$ cat src/rtl/cpu.sv
// cpu: 8-bit VeriRisc accumulator CPU with an internal 32x8 unified program/data memory.
// Latency: one instruction per 8 master_clk cycles; HLT freezes all state until rst_ goes low.
// No backpressure; optional simulation trace compiled only when CPU_TRACE_EN is defined.

module cpu_mem #(
  parameter int AWIDTH = 5,
  parameter int DWIDTH = 8
) (
  input  logic              master_clk,
  input  logic              wr,
  input  logic [AWIDTH-1:0] addr,
  input  logic [DWIDTH-1:0] wdata,
  output logic [DWIDTH-1:0] rdata
);
  logic [DWIDTH-1:0] memory [0:2**AWIDTH-1];

  assign rdata = memory[addr];

  // synchronous write; contents are intentionally left out of reset
  always_ff @(posedge master_clk) begin
    if (wr) memory[addr] <= wdata;
  end
endmodule

module cpu #(
  parameter int AWIDTH = 5,
  parameter int DWIDTH = 8
) (
  input  logic              master_clk,
  input  logic              rst_,
  output logic              halt,
  output logic              load_ir,
  output logic [AWIDTH-1:0] pc_addr
);
  typedef enum logic [2:0] {
    INST_ADDR  = 3'd0,
    INST_FETCH = 3'd1,
    INST_LOAD  = 3'd2,
    IDLE       = 3'd3,
    OP_ADDR    = 3'd4,
    OP_FETCH   = 3'd5,
    ALU_OP     = 3'd6,
    STORE      = 3'd7
  } phase_t;

  localparam logic [2:0] OP_HLT = 3'b000;
  localparam logic [2:0] OP_SKZ = 3'b001;
  localparam logic [2:0] OP_ADD = 3'b010;
  localparam logic [2:0] OP_AND = 3'b011;
  localparam logic [2:0] OP_XOR = 3'b100;
  localparam logic [2:0] OP_LDA = 3'b101;
  localparam logic [2:0] OP_STO = 3'b110;
  localparam logic [2:0] OP_JMP = 3'b111;

  phase_t            phase;
  phase_t            phase_nxt;
  logic [DWIDTH-1:0] ir;
  logic [DWIDTH-1:0] ac;
  logic [DWIDTH-1:0] mem_rd;
  logic [DWIDTH-1:0] alu_out;
  logic [AWIDTH-1:0] addr;
  logic [2:0]        opcode;
  logic              fetch;
  logic              zero;
  logic              mem_wr;

  assign opcode    = ir[DWIDTH-1 -: 3];
  assign phase_nxt = phase_t'(phase + 3'd1);
  // first half of the sequence addresses the instruction, second half the operand
  assign fetch     = (phase < OP_ADDR);
  assign addr      = fetch ? pc_addr : ir[AWIDTH-1:0];
  assign zero      = (ac == '0);
  assign mem_wr    = !halt && (phase == STORE) && (opcode == OP_STO);

  cpu_mem #(.AWIDTH(AWIDTH), .DWIDTH(DWIDTH)) mem1 (
    .master_clk (master_clk),
    .wr         (mem_wr),
    .addr       (addr),
    .wdata      (ac),
    .rdata      (mem_rd)
  );

  // ALU result for the accumulator-writing opcodes; ADD wraps modulo 2**DWIDTH
  always_comb begin
    alu_out = ac;
    case (opcode)
      OP_ADD:  alu_out = ac + mem_rd;
      OP_AND:  alu_out = ac & mem_rd;
      OP_XOR:  alu_out = ac ^ mem_rd;
      OP_LDA:  alu_out = mem_rd;
      default: alu_out = ac;
    endcase
  end

  // phase sequencer and architectural state; everything freezes once halt is set
  always_ff @(posedge master_clk or negedge rst_) begin
    if (!rst_) begin
      phase   <= INST_ADDR;
      pc_addr <= '0;
      ac      <= '0;
      ir      <= '0;
      halt    <= 1'b0;
      load_ir <= 1'b0;
    end else if (!halt) begin
      phase   <= phase_nxt;
      load_ir <= (phase_nxt == INST_LOAD) || (phase_nxt == IDLE);
      case (phase)
        INST_LOAD: ir <= mem_rd;
        OP_ADDR: begin
          if (opcode == OP_HLT) halt <= 1'b1;
          else                  pc_addr <= pc_addr + 1'b1;
        end
        ALU_OP: begin
          if (opcode == OP_SKZ && zero) pc_addr <= pc_addr + 1'b1;
          else if (opcode == OP_JMP)    pc_addr <= ir[AWIDTH-1:0];
        end
        STORE: begin
          if (opcode == OP_ADD || opcode == OP_AND ||
              opcode == OP_XOR || opcode == OP_LDA) ac <= alu_out;
        end
        default: ;
      endcase
    end
  end

`ifdef CPU_TRACE_EN
  function automatic string mnem(input logic [2:0] op);
    case (op)
      OP_HLT:  return "HLT";
      OP_SKZ:  return "SKZ";
      OP_ADD:  return "ADD";
      OP_AND:  return "AND";
      OP_XOR:  return "XOR";
      OP_LDA:  return "LDA";
      OP_STO:  return "STO";
      default: return "JMP";
    endcase
  endfunction

  // one trace line per instruction as it reaches operand-address phase
  always @(posedge master_clk) begin
    if (rst_ && !halt && phase == OP_ADDR)
      $display("pc=%02h ir=%02h %s ac=%02h", pc_addr, ir, mnem(opcode), ac);
  end

  // report the edge at which halt rises
  always @(posedge master_clk) begin
    if (rst_ && !halt && phase == OP_ADDR && opcode == OP_HLT)
      $display("HALT at %02h", pc_addr);
  end
`endif
endmodule

$ cat config.mk
export PLATFORM = sky130hd
export DESIGN_NAME = cpu
export DESIGN_NICKNAME = d
export VERILOG_FILES = /design/src/rtl/cpu.sv
export SDC_FILE = /design/constraint.sdc
export NUM_CORES = 1
export LEC_CHECK = 0
export ABC_AREA = 1
export BUFFER_PORTS_ARGS = -buffer_cell sky130_fd_sc_hd__buf_2
export CORE_MARGIN = 1.5
export CORE_UTILIZATION = 30
export DETAILED_ROUTE_END_ITERATION = 8
export HOLD_SLACK_MARGIN = 0.05
export MAX_ROUTING_LAYER = met4
export PLACE_DENSITY = 0.42
export SLEW_MARGIN = 20
export SYNTH_ARGS = -nofsm -noshare
export SYNTH_HDL_FRONTEND = slang
export SYNTH_SLANG_ARGS = --single-unit
$ cat constraint.sdc
create_clock -name master_clk -period 5.4 [get_ports master_clk]
set_input_delay 0 -clock master_clk [delete_from_list [all_inputs] [get_ports master_clk]]
set_output_delay 0 -clock master_clk [all_outputs]
set_load 0.01 [all_outputs]
==> results of run 1 <==
-- metal layers --
| layer | wire [µm] | track usage (%) | up-vias |
|---|---|---|---|
| li1 | - | - | 4379 |
| met1 | 16500 | 21.9 | 4104 |
| met2 | 15400 | 25.2 | 124 |
| met3 | 1050 | 2.42 | 49 |
| met4 | 670 | 4.41 | 0 |
| met5 | 0 | - | - |
-- state kept, by name, indices dropped and copies added, names as in the netlist --
signal / cells
mem1.memory: 256
ac: 8
ir: 8
pc_addr: 5
phase: 3
halt: 1
load_ir: 1
-- final cells by class --
class	instances	area, µm²
timing repair buffer	32	240
clock inverter	21	136
multi-input combinational	845	3830
tap	585	732
inverter	170	643
clock buffer	41	930
fill	4419	28200
sequential	282	8340
-- power breakdown --
| group | leakage [nW] | internal [mW] | switching, mW |
|---|---|---|---|
| combinational | 3.64 | 0.00168 | 0.00442 |
| clock | 0.510 | 1.28 | 0.911 |
| sequential | 2.05 | 2.35 | 0 |
| total | 6.20 | 3.63 | 0.916 |
-- worst max-delay path by stage --
stage | from | to | slack (ns) | cells past startpoint
after global routing | phase[2] | ac[7] | 0.56 | 21
after detailed placement | phase[2] | ac[7] | 0.99 | 21
after CTS | phase[2] | ac[7] | 0.97 | 21
final | phase[2] | ac[6] | 1.01 | 22
after global placement | phase[2] | ac[7] | 1.04 | 21
after floorplan | phase[2] | ac[6] | 2.30 | 20
-- cell families after synthesis --
kind of cell | Yosys count
buffers and inverters | 216
flip-flops | 282
adder cells (fa/ha/maj) | 17
AND/OR/NAND/NOR | 685
XOR/XNOR | 7
AO/OA/AOI/OAI | 136
-- cell usage in the layout (no fill, tap or decap), types with 13 or more instances in the layout --
master,n
ha_1,16
inv_1,166
buf_4,20
nand2_1,553
dfrtp_1,26
nand3_1,32
edfxtp_1,256
clkbuf_16,36
o21ai_1,19
nor2_1,74
clkinv_1,13
o21ai_0,90
-- worst max-delay path: cells and delay by family, from the launching register on --
family / cells / cell delay, ns
compound gates: 3 / 0.44
fa+ha+maj: 1 / 0.36
buf+inv: 2 / 0.40
flops: 1 / 0.80
simple gates: 16 / 2.18
-- what timing repair did --
item	4_1_cts	5_1_grt
hold endpoints to repair	26	0
hold buffers	3	0
endpoints found under the setup margin	0	0
setup buffers	0	0
-- per-stage QoR --
stage / instances / utilization, %
final: 1976 / 34.5
after floorplan: 1343 / -
after CTS: 1976 / 34.5
after detailed placement: 1911 / 31.9
after global placement: 1911 / 31.9
after global routing: 1976 / 34.5
==> qor.yml, run 1 <==
yosys:
  syn_nets: 1362
  synth_top_family_by_area: "simple AND/OR/NAND/NOR gates"
  synth_top_area_cell: "edfxtp_1"
  synth_fa_ha_area_share_pct: 1.68
  synth-main-ff-cell: "edfxtp_1"
  synth-seq-cells: 282
  synth_common_cells: "nand2_1, edfxtp_1, inv_1, o21ai_0, nor2_1"
  yosys.area_share.xor_xnor_pct: 0.468
  synth_mux_area_share_pct: 0
  synth_cells: 1343
  ys.warnings.count: 0
  synth-edff-count: 256
  synthArstFlopShare_pct: 9.22
  yosysMostFrequentCell: "nand2_1"
  ys_top_cells_by_area: "edfxtp_1, nand2_1, dfrtp_1"
  synth_area_um2: 13100
  yosysSeqAreaShare_pct: 63.7
  synth_largest_type_area_fraction_pct: 58.7
  syn_area_per_cell_um2: 9.75
  yosys.area_share.simple_pct: 21.1
  synth_compound_area_share_pct: 5.87
  synth.distinct_cells: 36
setup_path:
  critPathMaxFanout: 98
  crit_chain: "nand2_2, nand2_8, buf_4, nand2_1, o21ai_0, nand2_1, nand2_1, nand2_1, nand2_1, nor2_1, and2_1, ha_1, nand3_1, nand3_1, nand2_1, nand2_1, a21oi_1, nor2_1, o21ai_0, inv_1, nand2_1, nand2_1"
  r2r_start: "phase[2]"
  r2r-end: "ac[6]"
  start_kind: "register"
  reg2reg_depth: 22
  end_kind: "register"
  worstPathArrival_ns: 4.79
  crit_path_frequent_cell: "nand2_1"
  critPathMaxStageDelay_ns: 0.80
  slowest_stage: "dfrtp_1"
  path_class: "reg -> reg"
  regToRegSetupSlack_ns: 1.01
  required_ns: 5.80
routing:
  dr.pass1.iters: 5
  vias_per_cell: 4.38
  routedWlPerCell_um: 17.0
  drt_iter0_markers: 582
  wirelength_um: 33600
  ant_nets: 0
  drc_errors: 0
  via_count: 8656
sta:
  worstMarginPinSlew_ns: 1.09
  fin_crit_ns: 4.39
  rsz0062_at_grt: "false"
  finalHoldViolations: 0
  maxSlewViolCount: 0
  tns_ns: 0
  finalCritPeriodShare_pct: 81.3
  fin_skew_ns: 0.0154
  setup_viol: 0
  finalWorstSetupSlack_ns: 1.01
  slew_headroom_pct: 27.5
  whs_ns: 0.482
  max_freq_mhz: 228
global_routing:
  grt_max_degree: 99
  antenna_found_initial: 0
  grt_overflow_total: 0
  track_usage_pct: 16.1
  grt_pass1_wl_um: 52500
  grt_pass1_vias: 8522
clock_network:
  cts_resized: 0
  clk_latency_ns: 0.52
  htreeDepth: 2
  tritoncts: "built"
  ctsRootBufferMaster: "clkbuf_16"
  clk_pin_slew_ns: 0.06
  cts_buffers: 35
  cts_sinks: 282
  clock_path_buffers: 3
power_and_ir_drop:
  p_leak_nw: 6.20
  vdd_drop_max_mv: 0.161
  p_total_mw: 4.54
  p_per_area_nw_per_um2: 306
die:
  initial_utilization_pct: 30.4
  die_h_um: 212
  die_area_um2: 44900
  dieWidth_um: 212
  io-pin-count: 9
  core_um2: 43100
  std_cell_rows: 76
placement:
  port_buffers: 8
  dpl.hpwl_um: 21000
  place_ws_ns: 0.991
  place.gp.congestion: 0.836
  placed_area_um2: 13800
layout:
  fin_nets: 1385
  syn_to_final_growth_pct: 13.5
  n_antenna_cell: 0
  drive_gt1_share_pct: 7.84
  final_area_um2: 14900
hold_path:
  worstHoldEndpoint: "load_ir"
  holdCritPathClass: "reg -> reg"
  hold_path_depth: 2
  worstHoldStart: "load_ir"
status:
  status: "finished, final reports clean"
run:
  cap_viol_max_count: 0
Note: power is estimated with default switching activity, not from simulation.
==> run 2, diff against run 1 <==
--- a/config.mk
+++ b/config.mk
@@ -5,7 +5,7 @@
 export SDC_FILE = /design/constraint.sdc
 export NUM_CORES = 1
 export LEC_CHECK = 0
-export ABC_AREA = 1
+export ABC_AREA = 0
 export BUFFER_PORTS_ARGS = -buffer_cell sky130_fd_sc_hd__buf_2
 export CORE_MARGIN = 1.5
 export CORE_UTILIZATION = 30
==> constraint.sdc (replaced) <==
create_clock -name master_clk -period 4.4 [get_ports master_clk]
set_input_delay 0 -clock master_clk [delete_from_list [all_inputs] [get_ports master_clk]]
set_output_delay 0 -clock master_clk [all_outputs]
set_load 0.01 [all_outputs]
==> run 2 against run 1 <==
Global-route usage up 2.9 points. Clock-buffer cell count up 3. Clock power up 18%. Via count down 10%. Design area down 2.9%. Sequential share of layout area up 1.7 points. Critical endpoint unchanged. Register-to-register slack worse by 0.72 ns.
==> qor.yml, run 2 <==
routing:
  drc_errors: 0  # unchanged
  dr.pass1.iters: 7  # +2
  wirelength_um: 37900  # +13%
  ant_nets: 0  # unchanged
  routedWlPerCell_um: 25.4  # +49%
  vias_per_cell: 5.20  # +19%
  drt_iter0_markers: 632  # +8.6%
  via_count: 7751  # -10%
layout:
  fin_nets: 962  # -31%
  fillers: 3855  # -13%
  largest_reg_flops: 256  # unchanged
  seqCellArea_um2: 8340  # unchanged
  multiInputGateArea_um2: 3570  # -6.9%
  n_antenna_cell: 0  # unchanged
  layout_common_cells: "edfxtp_1, buf_4, nor2_1"
  top_register: "mem1.memory"
  final_cells: 1491  # -25%
  top_regs: "mem1.memory: 256 flops, ac: 8 flops, ir: 8 flops"
  final_common_cell: "edfxtp_1"
  drive_gt1_share_pct: 18.9  # +11 points
  syn_to_final_growth_pct: 18.0
sta:
  max_freq_mhz: 243  # +6.8%
  fin_crit_ns: 4.11  # -0.278 ns
  finalCritPeriodShare_pct: 93.4  # +12 points
  finalWorstSetupSlack_ns: 0.289  # -0.722 ns
  tns_ns: 0  # unchanged
  setup_viol: 0  # unchanged
  finalHoldViolations: 0  # unchanged
  worstMarginPinSlew_ns: 0.801  # -0.287 ns
  rsz0062_at_grt: "false"
  maxSlewViolCount: 0  # unchanged
  whs_ns: 0.0300  # -0.452 ns
  fin_skew_ns: 0.0227  # +0.00724 ns
  slew_headroom_pct: 46.4  # +19 points
hold_path:
  holdCritPathClass: "in -> async"
clock_network:
  cts_buffers: 34  # -2.9%
  tritoncts: "built"
  clock_path_buffers: 3  # unchanged
  cts_sinks: 282  # unchanged
  clk_pin_slew_ns: 0.05  # about the same
  htreeDepth: 2  # unchanged
  clk_latency_ns: 0.53  # about the same
  ctsRootBufferMaster: "clkbuf_16"
placement:
  port_buffers: 8  # unchanged
  dpl.hpwl_um: 25300  # +20%
  dp.cells: 1431  # -25%
  place.gp.congestion: 0.790  # -5.5%
  place_ws_ns: 0.114  # -0.876 ns
setup_path:
  end_kind: "register"
  path_class: "reg -> reg"
  worstPathArrival_ns: 4.52  # -0.27 ns
  start_kind: "register"
  critPathMaxFanout: 15  # -85%
  required_ns: 4.81  # -0.99 ns
die:
  die_area_um2: 42000  # -6.5%
  core_um2: 40000  # -7.1%
  initial_utilization_pct: 30.6  # +0.17 points
  die_h_um: 205  # -3.3%
  io-pin-count: 9  # unchanged
  std_cell_rows: 73  # -3.9%
  dieWidth_um: 205  # -3.3%
yosys:
  syn_nets: 875  # -36%
  ys_top_cells_by_area: "edfxtp_1, dfrtp_1, o21bai_1"
  synth-edff-count: 256  # unchanged
  synth_common_cells: "edfxtp_1, nor2_1, nand2_1, o21bai_1, o22ai_1"
  synth_top_area_cell: "edfxtp_1"
  synthArstFlopShare_pct: 9.22  # unchanged
  syn_area_per_cell_um2: 14.3  # +47%
  synth-main-ff-cell: "edfxtp_1"
  synth_cells: 856  # -36%
  yosysMostFrequentCell: "edfxtp_1"
  synth_largest_type_area_fraction_pct: 62.9  # +4.2 points
  ys.warnings.count: 0  # unchanged
  synth_area_um2: 12200  # -6.6%
  synth.distinct_cells: 74  # +110%
  yosysSeqAreaShare_pct: 68.2  # +4.5 points
  synth-seq-cells: 282  # unchanged
global_routing:
  track_usage_pct: 19.0  # +2.9 points
  top_usage_layer: "met2"
  use_met2_pct: 29.6  # +4.5 points
  grt_pass1_vias: 7769  # -8.8%
  grtUsageMet3_pct: 2.47  # +0.048 points
  grt_max_degree: 37  # -63%
  met1_usage_pct: 26.6  # +4.7 points
  grt_overflow_total: 0  # unchanged
  grt_pass1_wl_um: 55900  # +6.5%
  antenna_found_initial: 0  # unchanged
run:
  cap_viol_max_count: 0  # unchanged
power_and_ir_drop:
  p_per_area_nw_per_um2: 380  # +24%
  vdd_drop_max_mv: 0.275  # +71%
  p_leak_nw: 4.94  # -20%
status:
  status: "finished, final reports clean"
-- run 2: changes by cell type after synthesis, moves of 11 or more --
| cell | previous run | this run |
|---|---|---|
| nand4_1 | 1 | 12 |
| mux4_2 | 0 | 12 |
| clkbuf_1 | 12 | 28 |
| a21oi_1 | 6 | 32 |
| a21o_1 | 0 | 17 |
| mux2i_1 | 0 | 29 |
| o22ai_1 | 0 | 36 |
| nand3_1 | 32 | 8 |
| o21ai_1 | 20 | 1 |
| nor2_1 | 74 | 60 |
| inv_1 | 167 | 25 |
| nand2_1 | 553 | 59 |
| o21ai_0 | 90 | 33 |
| o21bai_1 | 1 | 42 |
-- run 2: critical path, stage by stage, from the launching register on --
cell and delay, ns:
dfrtp_1 0.47, buf_4 0.23, or4_1 0.67, a21oi_1 0.21, buf_4 0.16, a32o_1 0.21, nor4_2 0.09, nand4_1 0.16
inv_1 0.07, ha_1 0.23, fa_1 0.46, a211oi_1 0.26, o21bai_1 0.12, a21oi_1 0.18, xnor2_1 0.13, a211oi_1 0.08
a221o_1 0.27
-- run 2: final timing paths --
check,cells after the start,end,start,slack (ns)
worst max-delay path,16,ac[6],phase[2],0.29
worst min-delay path,2,ir[7],rst_,0.03
worst max register to register,16,ac[6],phase[2],0.29
worst min register to register,2,load_ir,load_ir,0.48
max in group asynchronous,2,pc_addr[0],rst_,3.92
min in group master_clk,2,load_ir,load_ir,0.48
-- run 2: cell families after synthesis --
logic type / after synthesis / share of synthesized area [%]
adder cells (fa/ha/maj): 17 / 1.80
AO/OA/AOI/OAI: 232 / 13.4
AND/OR/NAND/NOR: 195 / 8.02
buffers and inverters: 76 / 2.80
XOR/XNOR: 6 / 0.430
multiplexers: 48 / 5.30
flip-flops: 282 / 68.2
-- run 2: layout make-up --
type                       count  area share (%)
timing repair buffer         102            5.27
multi-input combinational    498            24.7
clock buffer                  44            6.16
clock inverter                15           0.815
sequential                   282            57.8
inverter                      25           0.651
tap                          525            4.55
-- run 2: layer usage --
metal / routed length [µm] / up-vias / share of wire (%)
li1: - / 3526 / -
met1: 17800 / 3993 / 47
met2: 17800 / 183 / 47
met3: 1690 / 49 / 4.5
met4: 642 / 0 / 1.7
met5: 0 / - / 0
-- run 2: power breakdown --
| group | switching (mW) | internal [mW] |
|---|---|---|
| combinational | 0.00518 | 0.000889 |
| clock | 1.10 | 1.49 |
| sequential | 0 | 2.88 |
| total | 1.11 | 4.37 |
-- run 2: timing repair --
action,in CTS,in global routing
setup buffers,0,0
endpoints found under the hold margin,26,0
resized for setup,0,3
setup endpoints to repair,0,2
hold buffers,1,0
-- run 2: per-stage QoR --
step / utilization (%) / cell area (µm²) / power, mW
after floorplan: - / 12200 / 2.94
final: 36.1 / 14400 / 5.48
after global placement: 33.5 / 13400 / 2.94
after CTS: 36.0 / 14400 / 5.54
after global routing: 36.1 / 14400 / 5.64
after detailed placement: 33.5 / 13400 / 2.94
